==> config.mk <==
export PLATFORM = sky130hd
export DESIGN_NAME = sram_req_arbiter
export DESIGN_NICKNAME = d
export VERILOG_FILES = /design/src/rtl/sram_bus_pkg.sv /design/src/rtl/sram_arb_pick.sv /design/src/rtl/sram_req_arbiter.sv
export SDC_FILE = /design/constraint.sdc
export NUM_CORES = 1
export LEC_CHECK = 0
export CAP_MARGIN = 25
export CORE_AREA = 2 2 122 124
export DETAILED_ROUTE_END_ITERATION = 7
export DIE_AREA = 0 0 124 126
export SYNTH_ARGS = -nofsm -noshare
export SYNTH_HDL_FRONTEND = slang
export SYNTH_SLANG_ARGS = --single-unit
==> constraint.sdc <==
create_clock -name clk -period 1.58 [get_ports clk]
set_input_delay 0.316 -clock clk [delete_from_list [all_inputs] [get_ports clk]]
set_output_delay 0.316 -clock clk [all_outputs]
set_load 0.02 [all_outputs]
==> src/rtl/sram_bus_pkg.sv <==
// ---------------------------------------------------------------------------
// sram_bus_pkg
//   Shared types and constants for the two-master SRAM request arbiter.
//   Provides the request payload struct, the arbiter FSM state encoding,
//   the master count and a small helper that classifies a request as a read.
//
//   The struct field widths are the package widths below; the arbiter's
//   ADDR_WIDTH / DATA_WIDTH parameters default to these and must be kept
//   equal to them if overridden.
// ---------------------------------------------------------------------------
package sram_bus_pkg;

  localparam int unsigned SRAM_NUM_MASTERS = 2;
  localparam int unsigned SRAM_ADDR_W      = 32;
  localparam int unsigned SRAM_DATA_W      = 32;
  localparam int unsigned SRAM_BM_W        = SRAM_DATA_W / 8;

  typedef struct packed {
    logic [SRAM_ADDR_W-1:0] addr;
    logic [SRAM_DATA_W-1:0] wdata;
    logic [SRAM_BM_W-1:0]   wmask;
  } sram_req_t;

  typedef enum logic {
    ST_IDLE = 1'b0,
    ST_RESP = 1'b1
  } sram_arb_state_t;

  // An all-zero byte mask marks a read.
  function automatic logic sram_is_read(input sram_req_t req);
    return (req.wmask == '0);
  endfunction

endpackage

==> src/rtl/sram_arb_pick.sv <==
// ---------------------------------------------------------------------------
// sram_arb_pick
//   Two-way grant selection for the SRAM arbiter.
//   Build option SRAM_ARB_RR_EN:
//     defined   - round robin; a one-bit pointer names the master that has
//                 priority and moves past the winner on every granted
//                 handshake (advance=1).
//     undefined - fixed priority, m1 over m0; no state, so no clock/reset
//                 or advance ports exist in this build.
//
// Ports
//   clk        in   clock (round-robin build only)
//   rst        in   synchronous active-low reset (round-robin build only)
//   advance    in   a grant from this cycle was accepted (round-robin only)
//   req_valid  in   per-master request valid
//   grant      out  one-hot grant, all zero when nobody requests
// ---------------------------------------------------------------------------
module sram_arb_pick
  import sram_bus_pkg::*;
(
`ifdef SRAM_ARB_RR_EN
  input  logic                        clk,
  input  logic                        rst,
  input  logic                        advance,
`endif
  input  logic [SRAM_NUM_MASTERS-1:0] req_valid,
  output logic [SRAM_NUM_MASTERS-1:0] grant
);

`ifdef SRAM_ARB_RR_EN
  // ptr_q = index of the master that currently has priority
  logic ptr_q;
  logic ptr_d;

  always_comb begin
    grant = '0;
    if (ptr_q == 1'b0) begin
      if (req_valid[0])      grant = 2'b01;
      else if (req_valid[1]) grant = 2'b10;
    end else begin
      if (req_valid[1])      grant = 2'b10;
      else if (req_valid[0]) grant = 2'b01;
    end
  end

  // Priority passes to the master that did not just win.
  always_comb begin
    ptr_d = ptr_q;
    if (advance) ptr_d = ~grant[1];
  end

  always_ff @(posedge clk) begin
    if (!rst) ptr_q <= 1'b0;
    else      ptr_q <= ptr_d;
  end
`else
  always_comb begin
    grant = '0;
    if (req_valid[1])      grant = 2'b10;
    else if (req_valid[0]) grant = 2'b01;
  end
`endif

endmodule

==> src/rtl/sram_req_arbiter.sv <==
// ---------------------------------------------------------------------------
// sram_req_arbiter
//   Two-master request arbiter and read-response router placed directly in
//   front of a single-port SRAM with registered read data.
//   m0 = instruction fetch, m1 = load/store unit.
//   One request is granted per cycle; only one read is ever outstanding, so
//   responses come back in issue order. A read handshaken at cycle T shows
//   resp_valid at T+1; while that response is stalled no new SRAM access is
//   issued, keeping sram_rdata stable. Accepting a response lets the next
//   request issue in the same cycle (one read per cycle sustained).
//
//   Build option SRAM_ARB_RR_EN selects round-robin arbitration
//   (default: fixed priority m1 > m0), see sram_arb_pick.
//
// Ports
//   clk            in   clock
//   rst            in   synchronous reset, active low
//   mN_req_valid   in   request valid                       (N = 0,1)
//   mN_req_ready   out  request accepted this cycle
//   mN_req_addr    in   byte address
//   mN_req_wdata   in   write data
//   mN_req_wmask   in   byte write mask, 0 = read
//   mN_resp_valid  out  read data valid
//   mN_resp_ready  in   master accepts read data
//   mN_resp_rdata  out  read data
//   sram_en        out  SRAM access strobe
//   sram_wmask     out  zero-extended byte mask, 0 = read
//   sram_addr      out  SRAM address
//   sram_wdata     out  SRAM write data
//   sram_rdata     in   SRAM registered read data
//
// FSM states
//   state    | meaning
//   ST_IDLE  | nothing pending, a request may issue
//   ST_RESP  | read data pending for owner_q; issue only when it is accepted
// ---------------------------------------------------------------------------
module sram_req_arbiter
  import sram_bus_pkg::*;
#(
  parameter int unsigned ADDR_WIDTH = SRAM_ADDR_W,
  parameter int unsigned DATA_WIDTH = SRAM_DATA_W,
  parameter int unsigned WM_W       = $clog2(DATA_WIDTH),
  localparam int unsigned BM_W      = DATA_WIDTH / 8
) (
  input  logic                  clk,
  input  logic                  rst,

  input  logic                  m0_req_valid,
  output logic                  m0_req_ready,
  input  logic [ADDR_WIDTH-1:0] m0_req_addr,
  input  logic [DATA_WIDTH-1:0] m0_req_wdata,
  input  logic [BM_W-1:0]       m0_req_wmask,
  output logic                  m0_resp_valid,
  input  logic                  m0_resp_ready,
  output logic [DATA_WIDTH-1:0] m0_resp_rdata,

  input  logic                  m1_req_valid,
  output logic                  m1_req_ready,
  input  logic [ADDR_WIDTH-1:0] m1_req_addr,
  input  logic [DATA_WIDTH-1:0] m1_req_wdata,
  input  logic [BM_W-1:0]       m1_req_wmask,
  output logic                  m1_resp_valid,
  input  logic                  m1_resp_ready,
  output logic [DATA_WIDTH-1:0] m1_resp_rdata,

  output logic                  sram_en,
  output logic [WM_W-1:0]       sram_wmask,
  output logic [ADDR_WIDTH-1:0] sram_addr,
  output logic [DATA_WIDTH-1:0] sram_wdata,
  input  logic [DATA_WIDTH-1:0] sram_rdata
);

  sram_arb_state_t state_q, state_d;
  logic            owner_q, owner_d;

  sram_req_t                   req [SRAM_NUM_MASTERS];
  sram_req_t                   win_req;
  logic [SRAM_NUM_MASTERS-1:0] req_valid;
  logic [SRAM_NUM_MASTERS-1:0] req_ready;
  logic [SRAM_NUM_MASTERS-1:0] resp_valid;
  logic [SRAM_NUM_MASTERS-1:0] resp_ready;
  logic [SRAM_NUM_MASTERS-1:0] grant;
  logic                        win_idx;
  logic                        resp_done;
  logic                        issue_ok;
  logic                        fire;

  assign req[0].addr  = m0_req_addr;
  assign req[0].wdata = m0_req_wdata;
  assign req[0].wmask = m0_req_wmask;
  assign req[1].addr  = m1_req_addr;
  assign req[1].wdata = m1_req_wdata;
  assign req[1].wmask = m1_req_wmask;

  assign req_valid  = {m1_req_valid, m0_req_valid};
  assign resp_ready = {m1_resp_ready, m0_resp_ready};

  sram_arb_pick u_pick (
`ifdef SRAM_ARB_RR_EN
    .clk       (clk),
    .rst       (rst),
    .advance   (fire),
`endif
    .req_valid (req_valid),
    .grant     (grant)
  );

  // Outputs are forced quiet while rst is low, so a read caught in flight
  // by reset never shows a response, even in the cycle reset is asserted.
  always_comb begin
    resp_valid = '0;
    if (rst && (state_q == ST_RESP)) resp_valid[owner_q] = 1'b1;
  end

  assign resp_done = |(resp_valid & resp_ready);
  assign issue_ok  = rst && ((state_q == ST_IDLE) || resp_done);
  assign req_ready = issue_ok ? grant : '0;
  // grant is only ever set for a valid master, so ready alone means handshake
  assign fire      = |req_ready;
  assign win_idx   = grant[1];
  assign win_req   = req[win_idx];

  always_comb begin
    state_d = state_q;
    owner_d = owner_q;
    if (fire) begin
      if (sram_is_read(win_req)) begin
        state_d = ST_RESP;
        owner_d = win_idx;
      end else begin
        state_d = ST_IDLE;
      end
    end else if (resp_done) begin
      state_d = ST_IDLE;
    end
  end

  always_ff @(posedge clk) begin
    if (!rst) begin
      state_q <= ST_IDLE;
      owner_q <= 1'b0;
    end else begin
      state_q <= state_d;
      owner_q <= owner_d;
    end
  end

  assign sram_en    = fire;
  assign sram_addr  = win_req.addr;
  assign sram_wdata = win_req.wdata;
  // Mask is only meaningful with en; keep it zero otherwise.
  assign sram_wmask = fire ? WM_W'(win_req.wmask) : '0;

  assign m0_req_ready  = req_ready[0];
  assign m1_req_ready  = req_ready[1];
  assign m0_resp_valid = resp_valid[0];
  assign m1_resp_valid = resp_valid[1];
  assign m0_resp_rdata = resp_valid[0] ? sram_rdata : '0;
  assign m1_resp_rdata = resp_valid[1] ? sram_rdata : '0;

endmodule

==> metrics.log <==
[metrics] result of the run: complete, but fails checks
[metrics] failing checks: setup timing
[metrics] sw frac: around a third
[metrics] fraction of synthesized cell area in xor and xnor cells: 0%
[metrics] total track usage: 13.9%
[metrics] starting density of the core: a little over a tenth
[metrics] number of instances in the synthesized netlist: 175
[metrics] crit start category: register
[metrics] I/O pin cnt: 312
[metrics] post-synthesis share of cell area spent on full adders, half adders and majority gates: 0%
[metrics] HPWL after detailed placement: 9.02 mm
[metrics] share of synthesized area occupied by flip-flops and latches: 2.69%
[metrics] routed wire length: 12.0 mm
[metrics] upper clock frequency limit: approximately 570 MHz
[metrics] count of placed standard cells including taps: 671
[metrics] internal power consumption: 1.10 mW
[metrics] number of clock buffers inserted by TritonCTS: 3
[metrics] routed length per placed instance: 17.2 µm
[metrics] Critical Path Fanout Max: 8
[metrics] maximum number of buffers from clock root to sink: 2
[metrics] vias post-DR: between 2000 and 3000
[metrics] Synth Net Count: 349
[metrics] wire length of the first global-routing pass: ~16 mm
[metrics] largest family of logic cells by synthesized area: multiplexers
[metrics] GR Overflow Total: 0
[metrics] number of global-route vias before repair: 2858
[metrics] initial antenna violation count: 1
[metrics] multiplexer area fraction after synthesis: ~49%
[metrics] share of total power in the clock network: 23.4%
[metrics] Final nets: 685
[metrics] maximum clock skew at final layout: 1.52 ps
[metrics] cell-by-cell trace of the critical path: buf_4 -> and3_4 -> buf_12 -> clkbuf_16 -> and2_4 -> buf_6
[metrics] CTS sink cnt: 2
[metrics] peak supply drop: roughly 0.19 mV
[metrics] leakage power figure: approximately 2.3 nW
[metrics] class of the tightest hold or removal check: in -> reg
[metrics] most common cell after layout, fill and taps aside: clkdlybuf4s50_1
[metrics] y dimension of the die: between 100 and 150 µm
[metrics] Layout Area Growth over Synthesis: 261%
[metrics] CTS tree: done
[metrics] post-route non-filler standard cell count: 694
[metrics] final critical-path share of the clock period: 111%
[metrics] DR DRC count: 0
[metrics] ratio of cells with drive above 1 in the final layout: 61.1%
[metrics] # port buffers: 310
[metrics] number of buffers inserted by hold repair at cts: 0
[metrics] library cells used by synthesis: 25
[metrics] sequential fraction of design power: 3.3%
[metrics] critical path arrival: 1440 ps
[metrics] placeable core region: 14300 µm²
[metrics] Synth Area in Compound Gates: under 10%
[metrics] site row count: 44
[metrics] number of hold violations in the final report: 0
[metrics] number of max-capacitance violations reported: 0
[metrics] part of the power in combinational logic: 73.3%
[metrics] Final Wtd Congestion: 0.780
[metrics] switching power of the nets: roughly 0.53 mW
[metrics] post-synth top area share: 48.4%
[metrics] CTS H-Tree Depth: 1
[metrics] total of warnings raised by yosys: 0
[metrics] largest net degree at the start of global routing: 17
[metrics] 1st-pass router iterations: 4
[metrics] leading post-synthesis cells by cell area: mux2_2 (48%), and2_1 (22%), and2_2 (6.6%)
[metrics] critical path's largest stage delay: about 340 ps
[metrics] total negative setup slack: -7000 ps
[metrics] Reg clk slew, reported paths: 30 ps
[metrics] Synth Cell Area: 1490 µm²
[metrics] post-route worst setup slack: -177 ps
[metrics] count of final max-slew check failures: 0
[metrics] cell type with the largest total area after synthesis: mux2_2
[metrics] register bit count reported by yosys: 2
[metrics] RSZ-0062 raised after global routing: yes
[metrics] endpoint required time on the critical path: 1260 ps
[metrics] total die area: 15600 µm²
[metrics] share of synthesized cell area in and, or, nand and nor gates: 33.8%
[metrics] clock root buffer master: clkbuf_16
[metrics] detailed-route vias per instance: 3.85
[metrics] chip width: 124 µm
[metrics] average instance area after synthesis: 8.51 µm²
[metrics] critical path's slowest cell: dfxtp_2
[metrics] power per standard cell area: 303 nW/µm²
[metrics] critical path capture point type: primary output
[metrics] iteration-0 DRC count of the detailed router: 21
[metrics] time the final worst path needs with I/O delays and setup: 1760 ps
[metrics] highest-count cells in the layout ignoring fill and taps: clkdlybuf4s50_1 (168), buf_6 (69), mux2_2 (64)
[metrics] later-pin clock latency in the skew report: 220 ps
[metrics] post-route ant nets: 0
[metrics] final setup violating endpoints: 72
[metrics] start-to-end type of the worst setup path: reg -> out
==> worst max-delay path, delay by kind of cell (launching register included) <==
kind / cells / cell delay [ps]
and+or+nand+nor: 2 / 380
buffers and inverters: 4 / 490
DFF: 1 / 340
==> power groups by stage <==
| stage | logic (mW) | clock network (mW) | registers [mW] |
|---|---|---|---|
| floorplan | 0.423 | 0 | 0.0536 |
| global placement | 1.21 | 0 | 0.0534 |
| detailed placement | 1.21 | 0 | 0.0535 |
| CTS | 1.23 | 0.389 | 0.0531 |
| global route | 1.27 | 0.392 | 0.0533 |
| finish | 1.19 | 0.382 | 0.0531 |
==> area by class of cell <==
cell class                      instances  area, µm²
Fill cell                            1443       8940
Timing Repair Buffer                  346       3540
Multi-Input combinational cell        155       1480
Tap cell                              184        230
Clock buffer                            3       75.1
Sequential cell                         2       41.3
Inverter                                3       11.3
Antenna cell                            1       2.50
==> state kept, by name (all words and copies together) (netlist names) <==
signal	count
state_q	1
owner_q	1
==> kinds of logic after synthesis <==
| family | count (synthesis) |
|---|---|
| compound gates | 10 |
| buf+inv | 18 |
| flops | 2 |
| mux | 65 |
| other cells | 1 |
| simple gates | 79 |
==> worst paths after layout <==
kind	from	endpoint	cells after the start	slack, ps
worst min register to register	owner_q	owner_q	2	620
worst max register to register	owner_q	owner_q	4	400
worst max-delay path	owner_q	m1_resp_rdata[17]	6	-180
worst min-delay path	rst	state_q	4	580
==> what timing repair did <==
| action | 4_1_cts | 5_1_grt |
|---|---|---|
| buffers inserted | 8 | 1 |
| gates cloned | 8 | 3 |
| resized for setup | 669 | 85 |
| endpoints found under the setup margin | 137 | 99 |
| pin swaps | 3 | 2 |
==> metal layers <==
metal  routed length, µm  vias up  global-route usage (%)
met1                4070     1209                    14.1
met3                1250        6                    4.12
met5                   0        -                       0
met4                  93        0                    1.92
li1                    -     1278                       -
met2                6540      178                    28.1
==> stage by stage <==
| stage | hold WS, ps | power, mW | area [µm²] | worst slack (ps) | util, % |
|---|---|---|---|---|---|
| floorplan | 468 | 0.476 | 1490 | 150 | - |
| global placement | 627 | 1.26 | 4870 | -694 | 34.0 |
| detailed placement | 648 | 1.27 | 4870 | -758 | 34.0 |
| CTS | 569 | 1.68 | 5290 | -212 | 37.0 |
| global route | 614 | 1.71 | 5380 | -245 | 37.6 |
| finish | 576 | 1.63 | 5380 | -177 | 37.6 |
==> Yosys cell counts, drive strengths merged <==
| cell | instances |
|---|---|
| and2 | 65 |
| mux2 | 65 |
| buf | 13 |
| nor2 | 7 |
| a22oi | 4 |
| inv | 3 |
| clkbuf | 2 |
| dfxtp | 2 |
| nor4 | 2 |
| o211ai | 2 |
| a21oi | 1 |
| a2bb2oi | 1 |
| and2b | 1 |
| and3 | 1 |
| conb | 1 |
| nand2 | 1 |
| nor2b | 1 |
| nor3 | 1 |
| o21ai | 1 |
| o2bb2ai | 1 |
Power figures use the tool's default switching activity.
